File: src/rtl/cpu_types_pkg.sv
// Shared CPU datapath types: machine word and instruction opcodes.
package cpu_types_pkg;

  typedef logic [31:0] word_t;

  typedef enum logic [5:0] {
    RTYPE = 6'b000000,
    BEQ   = 6'b000100,
    ADDIU = 6'b001001,
    ORI   = 6'b001101,
    LUI   = 6'b001111,
    LW    = 6'b100011,
    SW    = 6'b101011,
    LL    = 6'b110000,
    SC    = 6'b111000,
    HALT  = 6'b111111
  } opcode_t;

endpackage

File: src/rtl/my_types_pkg.sv
// Memory-stage FSM states and opcode classification helpers.
package my_types_pkg;
  import cpu_types_pkg::*;

  typedef enum logic [1:0] {
    IDLE   = 2'd0,
    ACCESS = 2'd1,
    DONE   = 2'd2
  } mem_state_t;

  function automatic logic is_load(opcode_t op);
    return (op == LW) || (op == LL);
  endfunction

  function automatic logic is_store(opcode_t op);
    return (op == SW) || (op == SC);
  endfunction

  function automatic logic is_mem(opcode_t op);
    return is_load(op) || is_store(op);
  endfunction

  function automatic word_t word_align(word_t a);
    return a & ~32'h3;
  endfunction

endpackage

File: src/rtl/memory_access_stage_if.sv
// Dcache request/response bundle between the memory stage and the dcache.
interface memory_access_stage_if;
  import cpu_types_pkg::*;

  logic  dREN;
  logic  dWEN;
  word_t daddr;
  word_t dstore;
  logic  dhit;
  word_t dload;

  modport master (output dREN, dWEN, daddr, dstore, input dhit, dload);
  modport slave  (input dREN, dWEN, daddr, dstore, output dhit, dload);
endinterface

File: src/rtl/link_reg.sv
// LL/SC reservation: one word address plus a valid bit, cleared by SC or a snoop.
module link_reg
  import cpu_types_pkg::*;
  import my_types_pkg::*;
(
  input  logic  CLK,
  input  logic  nRST,
  input  logic  set_i,
  input  logic  clr_i,
  input  word_t set_addr_i,
  input  logic  snoop_inv_i,
  input  word_t snoop_addr_i,
  output logic  link_valid_o,
  output word_t link_addr_o
);

  logic  valid_q, valid_d;
  word_t addr_q, addr_d;
  logic  snoop_hit;

  // Snoop is compared against the address being linked this cycle, so it wins over a set.
  always_comb begin
    valid_d   = valid_q;
    addr_d    = addr_q;
    if (set_i) begin
      valid_d = 1'b1;
      addr_d  = set_addr_i;
    end
    if (clr_i) valid_d = 1'b0;
    snoop_hit = snoop_inv_i && (word_align(snoop_addr_i) == word_align(addr_d));
    if (snoop_hit) valid_d = 1'b0;
  end

  always_ff @(posedge CLK) begin
    if (!nRST) begin
      valid_q <= 1'b0;
      addr_q  <= '0;
    end else begin
      valid_q <= valid_d;
      addr_q  <= addr_d;
    end
  end

  assign link_valid_o = valid_q;
  assign link_addr_o  = addr_q;

endmodule

File: src/rtl/memory_access_stage.sv
// Pipeline memory stage: issues dcache requests, stalls upstream, handles LL/SC and halt.
//   state  | meaning
//   IDLE   | inspect EX/MEM; pass non-memory ops, start access, or fail SC
//   ACCESS | dcache request held until dhit
//   DONE   | one-cycle MEM/WB update, upstream released
module memory_access_stage
  import cpu_types_pkg::*;
  import my_types_pkg::*;
(
  input  logic    CLK,
  input  logic    nRST,
  input  logic    op_valid,
  input  opcode_t op_code,
  input  word_t   alu_out,
  input  word_t   bus_b,
  input  logic    halt_in,
  memory_access_stage_if.master dc,
  input  logic    snoop_inv,
  input  word_t   snoop_addr,
  output word_t   read_data,
  output logic    mw_update,
  output logic    mw_flush,
  output logic    mem_stall,
  output logic    halt_out
);

  mem_state_t state_q, state_d;
  opcode_t    op_q, op_d;
  word_t      addr_q, addr_d;
  word_t      data_q, data_d;
  word_t      rd_q, rd_d;
  logic       halt_q, halt_d;
  logic       link_set, link_clr, link_valid, sc_ok;
  word_t      link_addr;

  link_reg u_link_reg (
    .CLK          (CLK),
    .nRST         (nRST),
    .set_i        (link_set),
    .clr_i        (link_clr),
    .set_addr_i   (addr_q),
    .snoop_inv_i  (snoop_inv),
    .snoop_addr_i (snoop_addr),
    .link_valid_o (link_valid),
    .link_addr_o  (link_addr)
  );

  assign sc_ok = link_valid && (word_align(link_addr) == word_align(alu_out));

  always_comb begin
    state_d   = state_q;
    op_d      = op_q;
    addr_d    = addr_q;
    data_d    = data_q;
    rd_d      = rd_q;
    halt_d    = halt_q;
    link_set  = 1'b0;
    link_clr  = 1'b0;
    dc.dREN   = 1'b0;
    dc.dWEN   = 1'b0;
    dc.daddr  = addr_q;
    dc.dstore = data_q;
    mw_update = 1'b0;
    mw_flush  = 1'b0;
    mem_stall = 1'b0;
    unique case (state_q)
      IDLE: begin
        mem_stall = op_valid && is_mem(op_code);
        if (!op_valid || halt_q) begin
          mw_flush = 1'b1;
        end else if (halt_in) begin
          halt_d    = 1'b1;
          mw_update = !is_mem(op_code);
        end else if (!is_mem(op_code)) begin
          mw_update = 1'b1;
        end else if ((op_code == SC) && !sc_ok) begin
          rd_d     = '0;
          link_clr = 1'b1;
          state_d  = DONE;
        end else begin
          op_d    = op_code;
          addr_d  = word_align(alu_out);
          data_d  = bus_b;
          state_d = ACCESS;
        end
      end
      ACCESS: begin
        mem_stall = 1'b1;
        dc.dREN   = is_load(op_q);
        dc.dWEN   = is_store(op_q);
        if (dc.dhit) begin
          state_d = DONE;
          if (is_load(op_q)) rd_d = dc.dload;
          else if (op_q == SC) rd_d = 32'd1;
          link_set = (op_q == LL);
          link_clr = (op_q == SC);
        end
      end
      DONE: begin
        mw_update = 1'b1;
        state_d   = IDLE;
      end
      default: state_d = IDLE;
    endcase
    if (!nRST) begin
      dc.dREN   = 1'b0;
      dc.dWEN   = 1'b0;
      mw_update = 1'b0;
      mem_stall = 1'b0;
    end
  end

  always_ff @(posedge CLK) begin
    if (!nRST) begin
      state_q <= IDLE;
      op_q    <= RTYPE;
      addr_q  <= '0;
      data_q  <= '0;
      rd_q    <= '0;
      halt_q  <= 1'b0;
    end else begin
      state_q <= state_d;
      op_q    <= op_d;
      addr_q  <= addr_d;
      data_q  <= data_d;
      rd_q    <= rd_d;
      halt_q  <= halt_d;
    end
  end

  assign read_data = rd_q;
  assign halt_out  = halt_q;

endmodule

File: src/flat_wrapper.sv
// flat-port wrapper written by rule: the top's interface ports become plain ports
module memory_access_stage_flat import cpu_types_pkg::*; import my_types_pkg::*;
  (CLK, nRST, op_valid, op_code, alu_out, bus_b, halt_in, snoop_inv, snoop_addr, read_data, mw_update, mw_flush, mem_stall, halt_out, dc_dREN, dc_dWEN, dc_daddr, dc_dstore, dc_dhit, dc_dload);
  memory_access_stage_if dc_i ();
  input  logic CLK;
  input  logic nRST;
  input  logic op_valid;
  input  opcode_t op_code;
  input  word_t alu_out;
  input  word_t bus_b;
  input  logic halt_in;
  input  logic snoop_inv;
  input  word_t snoop_addr;
  output word_t read_data;
  output logic mw_update;
  output logic mw_flush;
  output logic mem_stall;
  output logic halt_out;
  output wire logic [$bits(dc_i.dREN)-1:0] dc_dREN;
  output wire logic [$bits(dc_i.dWEN)-1:0] dc_dWEN;
  output wire logic [$bits(dc_i.daddr)-1:0] dc_daddr;
  output wire logic [$bits(dc_i.dstore)-1:0] dc_dstore;
  input wire logic [$bits(dc_i.dhit)-1:0] dc_dhit;
  input wire logic [$bits(dc_i.dload)-1:0] dc_dload;
  assign dc_dREN = dc_i.dREN;
  assign dc_dWEN = dc_i.dWEN;
  assign dc_daddr = dc_i.daddr;
  assign dc_dstore = dc_i.dstore;
  assign dc_i.dhit = dc_dhit;
  assign dc_i.dload = dc_dload;
  memory_access_stage u_core (.CLK(CLK), .nRST(nRST), .op_valid(op_valid), .op_code(op_code), .alu_out(alu_out), .bus_b(bus_b), .halt_in(halt_in), .dc(dc_i), .snoop_inv(snoop_inv), .snoop_addr(snoop_addr), .read_data(read_data), .mw_update(mw_update), .mw_flush(mw_flush), .mem_stall(mem_stall), .halt_out(halt_out));
endmodule
File: config.mk
export PLATFORM = sky130hd
export DESIGN_NAME = memory_access_stage_flat
export DESIGN_NICKNAME = d
export VERILOG_FILES = /design/src/rtl/cpu_types_pkg.sv /design/src/rtl/my_types_pkg.sv /design/src/rtl/memory_access_stage_if.sv /design/src/rtl/link_reg.sv /design/src/rtl/memory_access_stage.sv /design/src/flat_wrapper.sv
export SDC_FILE = /design/constraint.sdc
export NUM_CORES = 1
export LEC_CHECK = 0
export CAP_MARGIN = 20
export CORE_AREA = 4 4 175 92
export DETAILED_ROUTE_END_ITERATION = 12
export DIE_AREA = 0 0 179 96
export GPL_TIMING_DRIVEN = 0
export PLACE_DENSITY_LB_ADDON = 0.1
export SLEW_MARGIN = 20
export SYNTH_ARGS = -nofsm -noshare
export SYNTH_HDL_FRONTEND = slang
export SYNTH_SLANG_ARGS = --single-unit
File: constraint.sdc
create_clock -name CLK -period 2.2 [get_ports CLK]
set_input_delay 0.44 -clock CLK [delete_from_list [all_inputs] [get_ports CLK]]
set_output_delay 0.44 -clock CLK [all_outputs]
set_load 0.01 [all_outputs]
==> impl_metrics.py, run 1 <==
metrics = {
    "power": {
        "leakage_nw": 3.91,
        "peakVddDrop_mv": 0.623,
        "powerDensity_nw_per_um2": 607,
        "total_power_w": 0.00615,
    },
    "synth": {
        "async_reset_ff_share_pct": 0,
        "ys_seq_area_share_pct": 42.4,
        "yosysUniqueCellTypes": 56,
        "synth_top_area_cell": "dfxtp_1",
        "syn_avg_cell_area_sq_um": 8.37,
        "synth.yosys.warnings": 0,
        "synth-edff-count": 0,
        "synthCells": 756,
        "ys_seq_elements": 134,
        "synthFlopType": "dfxtp_1",
        "yosys.area.top_type_share_pct": 42.4,
        "synth_area_leaders": "dfxtp_1 (42%), a21oi_1 (7.0%), mux2i_1 (7.0%)",
        "netlist_area_sq_um": 6330,
    },
    "layout": {
        "diodes": 0,
        "postLayoutCoreUtil_pct": 70.4,
        "fin_cells": 1236,
        "final_nets": 1166,
        "final_common_cell": "clkdlybuf4s50_1",
        "area_delta_synth_final_pct": 60.1,
        "mostFrequentLayoutCells": "clkdlybuf4s50_1 (208), dfxtp_1 (132), nand2_1 (104)",
        "drive_gt1_share_pct": 13.4,
    },
    "detailed_routing": {
        "drc": 0,
        "num_vias": 6778,
        "via_per_inst": 5.48,
        "drt-pass1-iter-count": 5,
        "detail-route-antenna-nets": 0,
        "drt_iter0_drc": 490,
        "wire_per_inst_um": 19.5,
        "routed_wl_mm": 24.1,
    },
    "setup_path": {
        "r2r_setup_slack_ps": 70,
        "arrival_ps": 2490,
        "crit_family": "buffers and inverters",
        "crit_buf_inv": 4,
        "critPathCaptureType": "flop",
        "slowest_stage": "clkdlybuf4s50_1",
        "path_class": "input pin to flop",
        "reg2reg_depth": 9,
        "crit_top_cell": "buf_12",
        "worst-path-stages": 10,
        "cp-start-kind": "input pin",
        "crit_required_ps": 2540,
        "cp_cell_sequence": "clkdlybuf4s50_1, xnor2_1, nand3_1, nor4_4, buf_4, a211oi_2, o21ai_4, buf_12, buf_12, mux2i_1",
        "cp_slowest_stage_delay_ps": 470,
        "worstPathMaxFanout": 10,
    },
    "timing": {
        "finalMaxSlewViolations": 0,
        "slew_headroom_pct": 51.4,
        "min_period_ps": 2150,
        "setup-violations-final": 0,
        "hold_viol": 0,
        "finalCritPeriodShare_pct": 97.5,
        "clock_skew_ps": 11.2,
        "worst_pin_slew_ps": 730,
        "fmax_ghz": 0.466,
    },
    "placed_design": {
        "place.gp.congestion": 0.916,
        "port-buffer-count": 234,
        "dp_hpwl_mm": 17.7,
        "dp_cells": 1189,
    },
    "floorplan": {
        "core.rowCount": 31,
        "start_util_pct": 44.0,
        "core-area_sq_um": 14400,
        "die_y_um": 96,
        "die_area_sq_um": 17200,
        "pin_count": 242,
        "dieWidth_um": 179,
    },
    "grt": {
        "grt_use_total_pct": 26.6,
        "grt_max_degree": 17,
        "antenna_found_initial": 0,
        "grt-ovfl-total": 0,
        "grt_pass1_vias": 6614,
        "grt_pass1_wl_mm": 35.2,
    },
    "run": {
        "max_cap_viol_count": 0,
    },
    "clocking": {
        "clock_path_buffers": 2,
        "h-tree-depth": 4,
        "clk_latency_ps": 420,
        "clock_sinks": 134,
        "cts_hold_buf": 0,
        "cts_made_buffers": 17,
        "cts_tree": "yes",
        "cts.root.buffer_cell": "clkbuf_16",
        "path_clk_slew_ps": 60,
    },
    "min_path": {
        "min_path_type": "input pin to flop",
        "hold_depth": 3,
    },
    "status": {
        "status": "complete, no violations",
    },
}
registers in the layout (all words and copies together) (netlist names):
register                        count
u_core.state_q                      2
u_core.op_q                         6
u_core.halt_out                     1
u_core.dc.daddr                    30
u_core.read_data                   32
u_core.dc.dstore                   32
u_core.u_link_reg.link_addr_o      30
u_core.u_link_reg.link_valid_o      1
Yosys cell counts (all sizes together), types with 10 or more instances:
cell type,number
a21oi,90
mux2i,44
inv,14
nor2b,10
clkbuf,27
xnor2,44
dfxtp,134
nor2,22
nand4,11
xor2,17
buf,32
o21ai,70
nand2,104
nand3,71
layout make-up:
class                      instances  area (sq um)
timing repair buffer             250          2520
buffer                            59           444
fill                            1131          4250
multi-input combinational        550          3540
inverter                          14          52.6
tap                              198           248
sequential                       134          2690
clock buffer                      19           443
clock inverter                    12           201
tightest hold or removal path: stages:
cell and delay, ps:
dlymetal6s2s_1 140, nand3_1 70, a21oi_1 50
worst paths after layout:
path                                      from              endpoint
max                                alu_out[20]  u_core.read_data[17]
max reg2reg  u_core.u_link_reg.link_addr_o[14]  u_core.read_data[17]
min                                 alu_out[4]    u_core.dc.daddr[4]
min reg2reg                     u_core.op_q[2]        u_core.op_q[2]
stage by stage:
stage	setup TNS (ps)	setup slack, ps	hold WS [ps]	cell area [sq um]
floorplan	0	293	413	6330
global placement	-83830	-867	431	8920
detailed placement	-83120	-857	438	8920
CTS	-143	-45.5	451	9780
global route	-457	-55.0	337	10100
finish	0	54.5	340	10100
metal layers:
layer	part of all wire (%)	track usage [%]	vias up
met1	42	34.5	3212
li1	-	-	3166
met4	2.0	8.49	0
met3	9.2	6.71	42
met5	0	0	-
met2	47	43.9	358
power by group:
part	total (W)	internal (W)	leakage [nW]	switching [W]
sequential	0.00244	0.00244	1.08	0.00000869
clock	0.00317	0.00204	0.309	0.00113
combinational	0.000541	0.000307	2.52	0.000233
cells by family (layout without fill, tap and decap cells):
group / after synthesis / after routing / share of synthesized area, %
xor+xnor: 61 / 61 / 8.44
flops: 134 / 134 / 42.4
compound gates: 189 / 189 / 16.8
simple gates: 254 / 254 / 19.4
mux: 44 / 44 / 6.96
other cells: 1 / 2 / 0.0592
buf+inv: 73 / 354 / 6.05
repair_timing:
action / in CTS / in global routing
pin swaps: 10 / 32
hold endpoints to repair: 0 / 0
setup endpoints to repair: 108 / 109
gates resized for setup: 68 / 77
buffers inserted: 4 / 10
gates cloned: 0 / 2
No activity file was read; power rests on OpenSTA's default activity.
==> inputs of run 2 (changes only) <==
--- a/constraint.sdc
+++ b/constraint.sdc
@@ -3,2 +3,2 @@
 set_output_delay 0.44 -clock CLK [all_outputs]
-set_load 0.01 [all_outputs]
+set_load 0.005 [all_outputs]
==> run 2 against run 1 <==
  * Clock-buffer cell count is the same
  * Clock power is essentially flat
  * Non-clock buffer count grew 6
  * Wire length increased by 0.95%
  * Critical path depth down 1
  * Final cell count grew 0.57%
  * Via count increased by 0.13%
==> impl_metrics.py, run 2 (synthesized netlist as in run 1, its figures left out) <==
metrics = {
    "status": {
        "status": "complete, no violations",
    },
    "timing": {
        "finalCritPeriodShare_pct": 99.2,
        "setup_ws_ps": 18.0,
        "worst_pin_slew_ps": 716,
        "fmax_ghz": 0.458,
        "min_period_ps": 2180,
        "rsz0062_at_grt": "yes",
        "finalMaxSlewViolations": 0,
        "hold_viol": 0,
        "clock_skew_ps": 11.0,
        "slew_headroom_pct": 52.3,
        "setup-violations-final": 0,
    },
    "setup_path": {
        "path_class": "flop to flop",
        "r2r_setup_slack_ps": 20,
        "r2r-start": "u_core.u_link_reg.link_addr_o[14]",
        "crit_buf_inv": 3,
        "cp_slowest_stage_delay_ps": 370,
        "cp_cell_sequence": "xnor2_4, nand4_1, nor4_4, buf_4, a211oi_2, o21ai_4, buf_12, bufbuf_16, mux2i_1",
        "crit_family": "buffers and inverters",
        "worst-path-stages": 9,
        "cp-start-kind": "flop",
        "crit_required_ps": 2540,
        "critPathCaptureType": "flop",
        "rr_endpoint": "u_core.read_data[24]",
        "worstPathMaxFanout": 6,
        "arrival_ps": 2520,
        "slowest_stage": "dfxtp_4",
        "reg2reg_depth": 9,
    },
    "placed_design": {
        "place.gp.congestion": 0.916,
        "port-buffer-count": 234,
        "pre_cts_ws_ps": -857,
        "dp_hpwl_mm": 17.7,
    },
    "layout": {
        "drive_gt1_share_pct": 15.7,
        "multi_input_area_sq_um": 3590,
        "final_common_cell": "clkdlybuf4s50_1",
        "area_delta_synth_final_pct": 61.9,
        "mostFrequentLayoutCells": "clkdlybuf4s50_1 (197), dfxtp_1 (118), nand2_1 (104)",
        "seq_area_sq_um": 2710,
        "final_nets": 1172,
        "fillers": 1130,
        "postLayoutCoreUtil_pct": 71.2,
    },
    "detailed_routing": {
        "drc": 0,
        "wire_per_inst_um": 19.6,
        "num_vias": 6787,
        "detail-route-antenna-nets": 0,
        "drt-pass1-iter-count": 5,
        "routed_wl_mm": 24.3,
        "dr_wl_met3_mm": 2.38,
        "via_per_inst": 5.46,
        "top_layer": "met4",
        "met1_length_mm": 10.1,
        "drt_iter0_drc": 481,
        "met2_wirelength_mm": 11.4,
    },
    "min_path": {
        "min_from": "alu_out[16]",
        "holdPathEnd": "u_core.dc.daddr[16]",
        "hold_depth": 3,
        "min_path_type": "input pin to flop",
    },
    "power": {
        "leakage_nw": 3.97,
        "powerDensity_nw_per_um2": 600,
        "total_power_w": 0.00615,
        "peakVddDrop_mv": 0.618,
    },
    "clocking": {
        "clk_latency_ps": 420,
        "path_clk_slew_ps": 60,
        "cts_made_buffers": 17,
        "h-tree-depth": 4,
        "cts_tree": "yes",
        "cts_hold_buf": 0,
        "clock_path_buffers": 2,
        "cts.root.buffer_cell": "clkbuf_16",
        "clock_sinks": 134,
    },
    "floorplan": {
        "start_util_pct": 44.0,
        "dieWidth_um": 179,
        "die_y_um": 96,
        "pin_count": 242,
        "die_area_sq_um": 17200,
        "core.rowCount": 31,
        "core-area_sq_um": 14400,
    },
    "grt": {
        "antenna_found_initial": 0,
        "grt_use_total_pct": 27.1,
        "grt_pass1_vias": 6733,
        "grt-ovfl-total": 0,
        "grt_pass1_wl_mm": 35.8,
        "grt_max_degree": 17,
    },
    "run": {
        "max_cap_viol_count": 0,
    },
}
-- run 2: changes by cell type in the layout (fill, tap and decap cells not counted), sizes merged --
cell,previous run,this run
buf,49,51
bufbuf,0,2
clkbuf,48,49
clkdlybuf4s50,208,197
diode,0,1
dlygate4sd2,6,26
dlymetal6s2s,17,9
-- run 2: worst reg2reg max path, cell delays in order, from the launching register on --
cell	delay, ps
dfxtp_4	370
xnor2_4	140
nand4_1	190
nor4_4	370
buf_4	170
a211oi_2	80
o21ai_4	190
buf_12	140
bufbuf_16	270
mux2i_1	180
-- run 2: metal layers --
| metal | vias up | track usage (%) |
|---|---|---|
| met1 | 3226 | 34.8 |
| met2 | 345 | 45.1 |
| met3 | 33 | 6.87 |
| met5 | - | 0 |
| met4 | 0 | 8.55 |
| li1 | 3183 | - |
-- run 2: power by group --
part	switching [W]	internal, W	total [W]	leakage [nW]
logic	0.000233	0.000303	0.000535	2.58
clock network	0.00113	0.00204	0.00317	0.309
registers	0.00000862	0.00243	0.00244	1.09
-- run 2: what timing repair did --
action | 4_1_cts | 5_1_grt
buffers inserted | 12 | 8
pin swaps | 29 | 28
setup endpoints to repair | 108 | 113
cloned | 2 | 0
resized for setup | 90 | 89
-- run 2: worst max path at each step --
stage | startpoint | end
after floorplan | alu_out[8] | u_core.read_data[10]
after global placement | alu_out[5] | u_core.dc.daddr[29]
after detailed placement | alu_out[5] | u_core.op_q[4]
after CTS | op_code[5] | u_core.read_data[25]
after global routing | u_core.state_q[1] | u_core.u_link_reg.link_valid_o
final | u_core.u_link_reg.link_addr_o[14] | u_core.read_data[24]
-- run 2: per-stage QoR --
| stage | cells | area, sq um | setup TNS (ps) | hold slack [ps] |
|---|---|---|---|---|
| after global placement | 1189 | 8920 | -83670 | 431 |
| final | 1243 | 10200 | 0 | 342 |
| after CTS | 1234 | 9940 | 0 | 441 |
| after global routing | 1242 | 10200 | -533 | 359 |
| after detailed placement | 1189 | 8920 | -82940 | 438 |
| after floorplan | 757 | 6330 | 0 | 413 |
-- run 2: layout make-up --
class | instances | share of cell area, %
Buffer | 59 | 4.20
Clock inverter | 12 | 1.97
Timing Repair Buffer | 256 | 25.2
Tap cell | 198 | 2.42
Clock buffer | 19 | 4.32
Antenna cell | 1 | 0.0244
Inverter | 14 | 0.513
Multi-Input combinational cell | 550 | 35.0
Sequential cell | 134 | 26.4
